$ cat src/rtl/param_sync_fifo.sv
// -----------------------------------------------------------------------------
// param_sync_fifo
//
// Single-clock FIFO with a parameterised width and depth, occupancy flags,
// sticky error flags and a selectable read mode.
//
// Parameters
//   DATA_W    data width in bits
//   DEPTH     number of entries; must be a power of two and at least 4
//   AF_LEVEL  almost_full asserts when count >= AF_LEVEL
//   AE_LEVEL  almost_empty asserts when count <= AE_LEVEL
//   FWFT      0: registered read, where rd_data/valid appear one cycle after
//                an accepted rd_en
//             1: first-word-fall-through, where the head entry is shown
//                combinationally and valid = ~empty
//
// Ports
//   clk           rising-edge clock for all state
//   rst           asynchronous, active-low reset
//   wr_en/wr_data write request and its data
//   rd_en         read (pop) request
//   clr_err       clears overflow/underflow; a new error in the same cycle wins
//   rd_data       read data, qualified by valid
//   valid         rd_data qualifier
//   empty, full, almost_full, almost_empty
//                 occupancy flags, decoded from the registered count
//   count         current occupancy, 0..DEPTH
//   overflow      sticky: a write was refused because the FIFO was full
//   underflow     sticky: a read was refused because the FIFO was empty
//
// Handshake semantics
//   wr_en and rd_en are requests, and no ready signal is returned. A write is
//   accepted when wr_en=1 and either full=0 or a read is accepted in the same
//   cycle. A read is accepted when rd_en=1 and empty=0. A request that is not
//   accepted changes no storage or pointer, and it sets the matching sticky
//   error flag. Writes never bypass to the read side: a write and a read on an
//   empty FIFO store the write and refuse the read.
// -----------------------------------------------------------------------------
module param_sync_fifo #(
  parameter int DATA_W   = 32,
  parameter int DEPTH    = 16,
  parameter int AF_LEVEL = DEPTH - 2,
  parameter int AE_LEVEL = 2,
  parameter int FWFT     = 0
) (
  input  logic                     clk,
  input  logic                     rst,
  input  logic                     wr_en,
  input  logic [DATA_W-1:0]        wr_data,
  input  logic                     rd_en,
  input  logic                     clr_err,
  output logic [DATA_W-1:0]        rd_data,
  output logic                     valid,
  output logic                     empty,
  output logic                     full,
  output logic                     almost_full,
  output logic                     almost_empty,
  output logic [$clog2(DEPTH):0]   count,
  output logic                     overflow,
  output logic                     underflow
);

  // Address bits, and the width of pointers and count (one extra wrap bit).
  localparam int AW = $clog2(DEPTH);
  localparam int CW = AW + 1;

  localparam logic [CW-1:0] DEPTH_C = CW'(DEPTH);
  localparam logic [CW-1:0] AF_C    = CW'(AF_LEVEL);
  localparam logic [CW-1:0] AE_C    = CW'(AE_LEVEL);
  localparam logic [CW-1:0] ONE_C   = CW'(1);

  // ---------------------------------------------------------------------------
  // State
  // ---------------------------------------------------------------------------
  logic [DATA_W-1:0] mem [DEPTH];

  logic [CW-1:0] wr_ptr;
  logic [CW-1:0] rd_ptr;
  logic [CW-1:0] count_q;
  logic          overflow_q;
  logic          underflow_q;

  logic [AW-1:0] wr_idx;
  logic [AW-1:0] rd_idx;

  logic wr_acc;
  logic rd_acc;
  logic wr_rej;
  logic rd_rej;

  // The pointer wrap bits are kept so the pointers read naturally in a
  // waveform. Occupancy comes from count_q, so the wrap bits feed nothing.
  logic unused_ptr_msb;
  assign unused_ptr_msb = wr_ptr[AW] ^ rd_ptr[AW];

  assign wr_idx = wr_ptr[AW-1:0];
  assign rd_idx = rd_ptr[AW-1:0];

  // ---------------------------------------------------------------------------
  // Flags: decoded only from the registered count
  // ---------------------------------------------------------------------------
  assign empty        = (count_q == '0);
  assign full         = (count_q == DEPTH_C);
  assign almost_full  = (count_q >= AF_C);
  assign almost_empty = (count_q <= AE_C);
  assign count        = count_q;
  assign overflow     = overflow_q;
  assign underflow    = underflow_q;

  // ---------------------------------------------------------------------------
  // Acceptance
  // ---------------------------------------------------------------------------
  // A read can only be accepted from a non-empty FIFO. When the FIFO is full,
  // an accepted read frees the slot the write lands in on the same edge. The
  // old head is read before the new data overwrites it.
  assign rd_acc = rd_en & ~empty;
  assign wr_acc = wr_en & (~full | rd_acc);
  assign wr_rej = wr_en & ~wr_acc;
  assign rd_rej = rd_en & ~rd_acc;

  // ---------------------------------------------------------------------------
  // Storage (not reset; a reset simply discards entries by clearing pointers)
  // ---------------------------------------------------------------------------
  always_ff @(posedge clk) begin
    if (wr_acc) begin
      mem[wr_idx] <= wr_data;
    end
  end

  // ---------------------------------------------------------------------------
  // Pointers and occupancy
  // ---------------------------------------------------------------------------
  always_ff @(posedge clk or negedge rst) begin
    if (!rst) begin
      wr_ptr  <= '0;
      rd_ptr  <= '0;
      count_q <= '0;
    end else begin
      if (wr_acc) begin
        wr_ptr <= wr_ptr + ONE_C;
      end
      if (rd_acc) begin
        rd_ptr <= rd_ptr + ONE_C;
      end
      // Simultaneous write and read leaves occupancy unchanged.
      case ({wr_acc, rd_acc})
        2'b10:   count_q <= count_q + ONE_C;
        2'b01:   count_q <= count_q - ONE_C;
        default: count_q <= count_q;
      endcase
    end
  end

  // ---------------------------------------------------------------------------
  // Sticky error flags: a new error in the same cycle as clr_err keeps the
  // flag set, so no event is ever lost to a clear.
  // ---------------------------------------------------------------------------
  always_ff @(posedge clk or negedge rst) begin
    if (!rst) begin
      overflow_q  <= 1'b0;
      underflow_q <= 1'b0;
    end else begin
      if (wr_rej) begin
        overflow_q <= 1'b1;
      end else if (clr_err) begin
        overflow_q <= 1'b0;
      end

      if (rd_rej) begin
        underflow_q <= 1'b1;
      end else if (clr_err) begin
        underflow_q <= 1'b0;
      end
    end
  end

  // ---------------------------------------------------------------------------
  // Read port
  // ---------------------------------------------------------------------------
  if (FWFT == 0) begin : g_std_read
    // Registered read: the head is captured on the accepting edge, and valid
    // is high for exactly the following cycle. rd_data holds otherwise.
    logic [DATA_W-1:0] rd_data_q;
    logic              valid_q;

    always_ff @(posedge clk or negedge rst) begin
      if (!rst) begin
        rd_data_q <= '0;
        valid_q   <= 1'b0;
      end else begin
        valid_q <= rd_acc;
        if (rd_acc) begin
          rd_data_q <= mem[rd_idx];
        end
      end
    end

    assign rd_data = rd_data_q;
    assign valid   = valid_q;
  end else begin : g_fwft_read
    // Fall-through: the head entry is always on rd_data, and rd_en pops it.
    // The output is forced to zero while empty, so reset and empty states
    // present a defined value instead of stale or uninitialised memory.
    assign valid   = ~empty;
    assign rd_data = empty ? '0 : mem[rd_idx];
  end

endmodule

$ cat config.mk
export PLATFORM = sky130hd
export DESIGN_NAME = param_sync_fifo
export DESIGN_NICKNAME = d
export VERILOG_FILES = /design/src/rtl/param_sync_fifo.sv
export SDC_FILE = /design/constraint.sdc
export NUM_CORES = 1
export LEC_CHECK = 0
export CORE_MARGIN = 2
export CORE_UTILIZATION = 38
export CTS_CLUSTER_SIZE = 24
export DETAILED_ROUTE_END_ITERATION = 12
export HOLD_SLACK_MARGIN = 0.08
export PLACE_DENSITY_LB_ADDON = 0.2
export SYNTH_ARGS = -nofsm -noshare
export SYNTH_HDL_FRONTEND = slang
export SYNTH_SLANG_ARGS = --single-unit
$ cat constraint.sdc
create_clock -name clk -period 3.85 [get_ports clk]
set_input_delay 0.77 -clock clk [delete_from_list [all_inputs] [get_ports clk]]
set_output_delay 0.77 -clock clk [all_outputs]
set_load 0.005 [all_outputs]
## Word level (Yosys, flattened, before mapping)

Memory sizes are Yosys's and may differ from the RTL's. A register that Yosys moved wholly into a read port is not among the register bits.
Cells that the tools add are included.

- RAM bits: 512
- Output and inout bits: 44
- Bits of input ports: 37
- Memories kept: 1
- Logic and storage cells: 36
- Register bits after elaboration: 18

- Equality and inequality tests: 3
- Bitwise gates (word level): 9
- Order comparisons: 2
- Reductions and logical operators: 5
- Multiplexer cells: 6
- $add $sub $neg: 4

Memory list:

| name | depth | width | rd ports | clocked after memory_dff | write ports | RTL line | source |
|---|---|---|---|---|---|---|---|
| mem | 16 | 32 | 1 | 1 | 1 | 75 | `logic [DATA_W-1:0] mem [DEPTH];` |

Operators with widths:

| kind | number |
|---|---|
| $add A5 B1 Y5 const B | 3 |
| $pmux W5 S2 | 1 |
| $reduce_bool A2 Y1 | 3 |
| $eq A5 B5 Y1 const B | 1 |
| $ge A5 B4 Y1 const B | 1 |
| $le A5 B2 Y1 const B | 1 |
| $logic_not A5 Y1 | 1 |
| $mux W1 | 5 |
| $sub A5 B1 Y5 const B | 1 |
| $and A1 B1 Y1 | 4 |
| $not A1 Y1 | 4 |
| $eq A2 B1 Y1 const B | 1 |
| $eq A2 B2 Y1 const B | 1 |
| $logic_not A1 Y1 | 1 |
| $or A1 B1 Y1 | 1 |

## Depth between registers and ports, before layout

Gate-level depths: netlist (run 1).

- Depth after elaboration: 8
- Mapped depth: 13
- Depth with buffers taken out: 12

## Worst setup path after synthesis (run 1)

Ideal clock, no wire load.

- Path type: input-to-reg
- From: input rd_en
- To: memory mem[3][0] (enable)
- Setup slack: -130 ps
- Buffers on the path: 1
- Library setup time: 461 ps
- Stages: 4
- Data arrival time: 3519 ps
- Cells stage by stage: o21a_1 clkbuf_1 nand2_1 nor3_1

- Cells in the longest elaborated chain, start to end: 5

RTL lines:

| item | RTL line | source |
|---|---|---|
| start, declared | 50 | `input logic rd_en,` |
| $and A1 B1 Y1 | 116 | `assign rd_acc = rd_en & ~empty;` |
| $or A1 B1 Y1 | 117 | `assign wr_acc = wr_en & (~full \| rd_acc);` |
| $and A1 B1 Y1 | 117 |  |
| $mux W1 | 125 | `if (wr_acc) begin` |
| $mux W1 (not written as such) | 126 | `mem[wr_idx] <= wr_data;` |
| end, declared | 75 |  |

No other way between the ends.

## Worst setup path after layout (run 1)

- From: register count_q[1], in the netlist count[1]
- To: output full

- Cells in the longest elaborated chain, start to end: 1

RTL lines:

| item | RTL line | source |
|---|---|---|
| start, declared | 79 | `logic [CW-1:0] count_q;` |
| start signal, assigned | 147 | `2'b10: count_q <= count_q + ONE_C;` |
| start signal, assigned | 148 | `2'b01: count_q <= count_q - ONE_C;` |
| start signal, assigned | 149 | `default: count_q <= count_q;` |
| $eq A5 B5 Y1 | 103 | `assign full = (count_q == DEPTH_C);` |
| end, declared | 55 | `output logic full,` |

No other way between the ends.

==> impl_summary.log, run 1 <==
[metrics] Post-Syn Area: between 20,000 and 25,000 um2
[metrics] vias in the first global route: between 10,000 and 15,000
[metrics] cts-stage hold buffer count: 0
[metrics] number of levels in the clock H-tree: 2
[metrics] drt pass-1 iters: 6
[metrics] highest clock frequency the design can meet: about 340 MHz
[metrics] number of cells produced by synthesis: between 900 and 1,000
[metrics] fraction of the yosys area taken by sequential cells: between 70% and 80%
[metrics] antenna-violating nets left: 0
[metrics] setup TNS: 0 ns
[metrics] Die ar.: 57,700 um2
[metrics] Crit Path Class: reg -> out
[metrics] number of vias in the routed layout: 9,926
[metrics] post-synth cell types: 37
[metrics] worst skew pair latency: 0.62 ns
[metrics] Arrival @ worst endpoint: 2.20 ns
[metrics] final count of pins violating max slew: 0
[metrics] clock root buffer master: clkbuf_16
[metrics] total routing resource utilization after global routing: 17.1%
[metrics] post-cts repair resize count: 0
[metrics] I/O pin total: 81
[metrics] Worst path slowest cell: clkdlybuf4s50_1
[metrics] total instance count after detailed placement: between 1,500 and 2,000
[metrics] drc violations: 0
[metrics] internal power: around 13 mW
[metrics] FF+latch count, synth: 560
[metrics] area inside the core boundary: 55,100 um2
[metrics] max incr delay on CP: around 0.50 ns
[metrics] Setup crit start kind: flop
[metrics] Antenna Cells: 0
[metrics] WP data required: 3.08 ns
[metrics] final setup vio count: 0
[metrics] CP Max Fanout: 6
[metrics] routability cong.: around 0.71
[metrics] Synthesis Warnings: 0
[metrics] clock buffers created by TritonCTS: 57
[metrics] Initial Util: between 30% and 40%
[metrics] Hold Fails Final Rpt: 0
[metrics] count of fill cells added during filler insertion: about 4,700
[metrics] Main synth FF type: edfxtp_1
[metrics] clock buffer depth: 3
[metrics] Sw Ratio: between 20 and 30%
[metrics] area fraction of the dominant cell type after synthesis: around 72%
[metrics] ranking of synthesized cells by area: edfxtp_1, mux4_2, dfrtp_1
[metrics] total power: around 18 mW
[metrics] Worst Hold Class: in -> async
[metrics] largest vdd supply drop: ~0.00037 V
[metrics] Post-synth top cells: edfxtp_1, mux4_2, o22ai_1
[metrics] fraction of final layout cells sized beyond drive strength 1: between 20 and 30%
[metrics] switching power of the nets: approximately 5.3 mW
[metrics] count of placed standard cells in the final layout, fillers left out: ~1,900
[metrics] average wire per standard cell: ~25 um
[metrics] pin slew with the least headroom to its limit: roughly 1 ns
[metrics] ratio of total power to cell area: approximately 730 nW/um2
[metrics] RSZ-0062 raised after global routing: no
[metrics] area overhead of the layout relative to synthesis: 18.7%
[metrics] wire length of the first global-routing pass: between 70 and 80 mm
[metrics] die height: 240 um
[metrics] critical path cell sequence: nor4_1 > buf_4 > nand2_1 > inv_1 > clkdlybuf4s50_1
[metrics] number of DRC markers in iteration 0: between 700 and 800
[metrics] most numerous cell in the Yosys netlist: edfxtp_1
[metrics] worst slew margin relative to its limit: between 30 and 40%
[metrics] grt ovf: 0
[metrics] proportion of synthesized flip-flops having asynchronous set or reset: 8.57%
[metrics] combinational power share: a little over a quarter
[metrics] Max Cap Violations: 0
[metrics] worst path buffer plus inverter count: 3
[metrics] leakage power summed over all cells: about 8.1 nW
[metrics] Avg Inst Size Synth: roughly 22 um2
[metrics] sequential share of power: 43.3%
[metrics] clock power share: 30.1%
[metrics] antenna violations before repair: 2
[metrics] # clock sinks: 560
[metrics] Post-Route Skew: around 0.024 ns
[metrics] status: finished clean
[metrics] kind of capture point of the worst setup path: output pin
[metrics] number of enable-type register cells in the synthesized netlist: roughly 510
[metrics] post-route fraction of the period consumed by the critical path: between 70% and 80%
[metrics] nets: 1,134
[metrics] post-DP HPWL: roughly 26 mm
[metrics] postcts setup bufs: 0
[metrics] Rows: 86
[metrics] total wire length: between 40 and 50 mm
[metrics] net count after synthesis: around 1,000
[metrics] Die X-Extent: around 240 um
[metrics] cell type with the largest total area after synthesis: edfxtp_1
[metrics] post-detailed-route via-to-cell ratio: about 5.3
[metrics] CP delay by family, top: buffers and inverters
[metrics] time the final worst path needs with I/O delays and setup: 2.97 ns
[metrics] TritonCTS clock tree: done
[metrics] total of buffers placed on input and output ports: 80
[metrics] pin count of the biggest net entering global routing: 69
[metrics] Clock Pin Slew Worst Setup and Hold Paths: around 0.06 ns
state kept, by name, summed over array words and instances, names as in the netlist:
signal / cells
overflow: 1
wr_ptr: 4
valid: 1
mem: 512
rd_data: 32
count: 5
rd_ptr: 4
underflow: 1
final timing paths:
| check | to | slack [ns] | startpoint | cells after the start |
|---|---|---|---|---|
| setup / recovery | full | 0.88 | count[1] | 5 |
| hold / removal | rd_data[15] | 0.40 | rst | 2 |
| setup reg to reg | count[4] | 0.90 | count[1] | 13 |
| hold reg to reg | overflow | 0.51 | overflow | 1 |
| max in group asynchronous | rd_ptr[3] | 2.75 | rst | 2 |
| min in group clk | overflow | 0.51 | overflow | 1 |
area by class of cell:
cell class,count,area (um2),share of cell area [%]
Clock buffer,73,1550,6.14
Clock inverter,34,338,1.34
Inverter,11,41.3,0.164
Multi-Input combinational cell,328,4480,17.8
Sequential cell,560,16600,65.9
Tap cell,748,936,3.72
Timing Repair Buffer,129,1260,5.02
cells by family after synthesis:
group | Yosys count | share of synthesized area (%)
adder cells (fa/ha/maj) | 10 | 0.625
XOR/XNOR | 10 | 0.413
AND/OR/NAND/NOR | 40 | 0.873
buffers and inverters | 65 | 1.47
flip-flops | 560 | 78.1
multiplexers | 163 | 15.5
AO/OA/AOI/OAI | 105 | 2.93
power groups by stage:
stage | registers, mW | logic [mW] | clock network (mW)
floorplan | 7.80 | 3.39 | 0
global placement | 8.11 | 5.02 | 0
detailed placement | 8.13 | 5.03 | 0
CTS | 8.01 | 5.04 | 5.68
global route | 8.08 | 5.32 | 5.91
finish | 7.99 | 4.90 | 5.55
stage by stage:
| step | area (um2) | util (%) | setup WS, ns | hold slack (ns) |
|---|---|---|---|---|
| 5_1_grt | 25200 | 45.7 | 0.656 | 0.430 |
| 6_report | 25200 | 45.7 | 0.883 | 0.397 |
| 3_5_place_dp | 23300 | 42.3 | 0.569 | 0.498 |
| 3_3_place_gp | 23300 | 42.3 | 0.545 | 0.509 |
| 2_1_floorplan | 21200 | - | 0.499 | 0.474 |
| 4_1_cts | 25200 | 45.7 | 0.858 | 0.403 |
per-layer routing:
metal	GRT usage (%)	vias to the layer above	share of wire [%]
li1	-	4280	-
met1	23.7	5386	45
met2	28.5	188	49
met3	3.04	68	4.2
met4	3.61	4	1.6
met5	0	-	0.063
placed cells by master, fill, tap and decap left out, types with 2 or more instances in the layout:
cell / netlist / routed
clkbuf_16: 0 / 57
nor2_4: 0 / 12
xor2_1: 3 / 3
o22ai_1: 62 / 62
nand2_1: 12 / 11
clkinv_1: 0 / 4
nand4_1: 2 / 2
bufinv_16: 0 / 5
clkbuf_1: 20 / 10
mux4_2: 127 / 127
inv_1: 11 / 11
nand2b_1: 3 / 2
clkinvlp_4: 0 / 4
o21ai_0: 4 / 4
xnor2_1: 7 / 7
nand3_1: 2 / 2
clkbuf_8: 0 / 6
clkdlybuf4s50_1: 0 / 79
ha_1: 9 / 9
buf_12: 0 / 8
mux4_1: 2 / 2
dfrtp_4: 0 / 2
edfxtp_1: 512 / 512
inv_6: 0 / 2
dfrtp_1: 48 / 45
a21oi_1: 34 / 33
clkinv_2: 0 / 17
mux2_2: 32 / 32
buf_4: 6 / 41
inv_16: 0 / 2
nor3_4: 0 / 4
Note: power is estimated with default switching activity, not from simulation.
==> run 2: changes to the inputs <==
- clock period: 3.85 -> 2.9 ns (I/O delays scaled with it)
==> run 2 against run 1 <==
Effect of this change:
- die area stayed put
- non-clock buffer count is 27 higher
- global-route usage is 0.32 points higher
- routed wire length is 1.9% higher
- sequential power is 33% higher
==> impl_summary.log, run 2 (synthesis results as in run 1) <==
[metrics] start point of the worst min-delay path: underflow
[metrics] Crit Path Class: reg -> out (unchanged)
[metrics] Worst path slowest cell: clkdlybuf4s50_1 (unchanged)
[metrics] Post-Route Skew: 0.0255 ns (was 0.0245 ns)
[metrics] Setup crit start kind: flop (unchanged)
[metrics] RSZ-0062 raised after global routing: no (unchanged)
[metrics] Die X-Extent: 240 um (unchanged)
[metrics] vias in the first global route: 10,819 (was 10,335)
[metrics] tightest hold margin: 0.518 ns (was 0.397 ns)
[metrics] Max Cap Violations: 0 (unchanged)
[metrics] area inside the core boundary: 55,100 um2 (unchanged)
[metrics] Hold Fails Final Rpt: 0 (unchanged)
[metrics] grt ovf: 0 (unchanged)
[metrics] Die ar.: 57,700 um2 (unchanged)
[metrics] max incr delay on CP: 0.59 ns (was 0.50 ns)
[metrics] register bank with the most flops: mem (unchanged)
[metrics] final count of pins violating max slew: 0 (unchanged)
[metrics] area overhead of the layout relative to synthesis: 21.0% (was 18.7%)
[metrics] count of fill cells added during filler insertion: 4,655 (was 4,669)
[metrics] ratio of total power to cell area: 972 nW/um2 (was 732 nW/um2)
[metrics] critical path cell sequence: buf_4 > a2111oi_0 > clkdlybuf4s50_1 (was nor4_1 > buf_4 > nand2_1 > inv_1 > clkdlybuf4s50_1)
[metrics] total wire length: 48.7 mm (was 47.8 mm)
[metrics] TritonCTS clock tree: done (unchanged)
[metrics] number of flip-flops in the largest register: 512 (unchanged)
[metrics] CP Max Fanout: 5 (was 6)
[metrics] final setup vio count: 0 (unchanged)
[metrics] total of buffers placed on input and output ports: 80 (unchanged)
[metrics] worst path buffer plus inverter count: 2 (was 3)
[metrics] drc violations: 0 (unchanged)
[metrics] post-detailed-route via-to-cell ratio: 5.28 (was 5.27)
[metrics] post-DP HPWL: 27.5 mm (was 26.3 mm)
[metrics] r2r startpoint: count[1] (unchanged)
[metrics] clock root buffer master: clkbuf_16 (unchanged)
[metrics] number of vias in the routed layout: 10,095 (was 9,926)
[metrics] most common library cell in the layout ignoring fill and taps: edfxtp_1 (unchanged)
[metrics] pin slew with the least headroom to its limit: 0.982 ns (was 0.988 ns)
[metrics] time the final worst path needs with I/O delays and setup: 2.76 ns
[metrics] drt pass-1 iters: 5 (was 6)
[metrics] worst skew pair latency: 0.63 ns (was 0.62 ns)
[metrics] # clock sinks: 560 (unchanged)
[metrics] Clock Pin Slew Worst Setup and Hold Paths: 0.06 ns (about the same)
[metrics] number of levels in the clock H-tree: 2 (unchanged)
[metrics] leakage power summed over all cells: 8.24 nW (was 8.05 nW)
[metrics] I/O pin total: 81 (unchanged)
[metrics] post-route fraction of the period consumed by the critical path: 95.1%
[metrics] largest vdd supply drop: 0.000531 V (was 0.000369 V)
[metrics] status: finished clean (unchanged)
[metrics] WP data required: 2.32 ns (was 3.08 ns)
[metrics] Antenna Cells: 0 (unchanged)
[metrics] setup TNS: 0 ns (unchanged)
[metrics] fraction of final layout cells sized beyond drive strength 1: 29.6% (was 28.8%)
[metrics] clock buffers created by TritonCTS: 58 (was 57)
[metrics] pin count of the biggest net entering global routing: 70 (was 69)
[metrics] highest clock frequency the design can meet: 362 MHz
[metrics] die height: 240 um (unchanged)
[metrics] Worst Hold Class: reg -> reg (was in -> async)
[metrics] Rows: 86 (unchanged)
[metrics] antenna-violating nets left: 0 (unchanged)
[metrics] postcts setup bufs: 0 (unchanged)
[metrics] Arrival @ worst endpoint: 2.18 ns (was 2.20 ns)
[metrics] worst slew margin relative to its limit: 34.5% (was 34.1%)
[metrics] worst setup path startpoint: count[0] (was count[1])
[metrics] CP delay by family, top: buffers and inverters (unchanged)
[metrics] kind of capture point of the worst setup path: output pin (unchanged)
[metrics] nets: 1,162 (was 1,134)
[metrics] average wire per standard cell: 25.5 um (was 25.4 um)
[metrics] total routing resource utilization after global routing: 17.4% (was 17.1%)
[metrics] clock buffer depth: 3 (unchanged)
[metrics] most frequent cells in the layout: edfxtp_1, mux4_2, clkdlybuf4s50_1 (unchanged)
[metrics] routability cong.: 0.721 (was 0.711)
[metrics] wire length of the first global-routing pass: 72.4 mm (was 70.7 mm)
[metrics] number of DRC markers in iteration 0: 833 (was 797)
[metrics] antenna violations before repair: 1 (was 2)
[metrics] Initial Util: 38.5% (unchanged)
==> run 2: cell types whose count changed in the layout (fill, tap and decap cells not counted), sizes merged <==
cell,before,now
dlygate4sd3,0,1
buf,50,76
clkinvlp,4,2
clkinv,21,17
inv,15,13
clkbuf,73,84
==> run 2: final timing paths <==
kind                           endpoint  slack, ns  cells past startpoint
max reg2reg                    count[4]       0.23                     12
min                           underflow       0.52                      1
max                        almost_empty       0.14                      3
min in group asynchronous    rd_data[9]       0.59                      2
max in group asynchronous      count[2]       1.58                      3
min reg2reg                   underflow       0.52                      1
==> run 2: per-stage QoR <==
step	total power [mW]	worst slack, ns	utilization, %	instance area (um2)	std cells
6_report	25.0	0.141	46.6	25700	1913
3_5_place_dp	18.0	-0.0772	43.2	23800	1802
4_1_cts	25.3	0.0963	46.6	25700	1913
3_3_place_gp	17.9	-0.0992	43.2	23800	1802
5_1_grt	26.1	0.0267	46.6	25700	1913
2_1_floorplan	14.9	-0.0482	-	21300	953
==> run 2: where the power goes <==
group / switching (mW) / leakage, nW / total, mW / internal (mW)
Clock: 3.05 / 0.903 / 7.29 / 4.25
Sequential: 0.719 / 5.16 / 10.6 / 9.89
Combinational: 3.30 / 2.17 / 7.06 / 3.76
Total: 7.06 / 8.24 / 25.0 / 17.9
==> run 2: final cells by class <==
type,count,area [um2],share of cell area (%)
timing repair buffer,156,1760,6.84
inverter,11,41.3,0.161
clock inverter,26,270,1.05
clock buffer,84,1590,6.19
sequential,560,16600,64.6
tap,748,936,3.65
multi-input combinational,328,4490,17.5
==> run 2: repair_timing <==
| item | CTS | global route |
|---|---|---|
| hold endpoints to repair | 15 | 0 |
| setup endpoints to repair | 0 | 1 |
| hold buffers | 1 | 0 |
| resized for setup | 0 | 2 |
==> run 2: per-layer routing <==
| metal | GRT usage (%) | up-vias | share of wire, % |
|---|---|---|---|
| met3 | 2.76 | 57 | 4.3 |
| met2 | 28.2 | 216 | 48 |
| met4 | 4.44 | 2 | 1.7 |
| met5 | 0 | - | 0.035 |
| met1 | 24.8 | 5474 | 46 |
| li1 | - | 4346 | - |
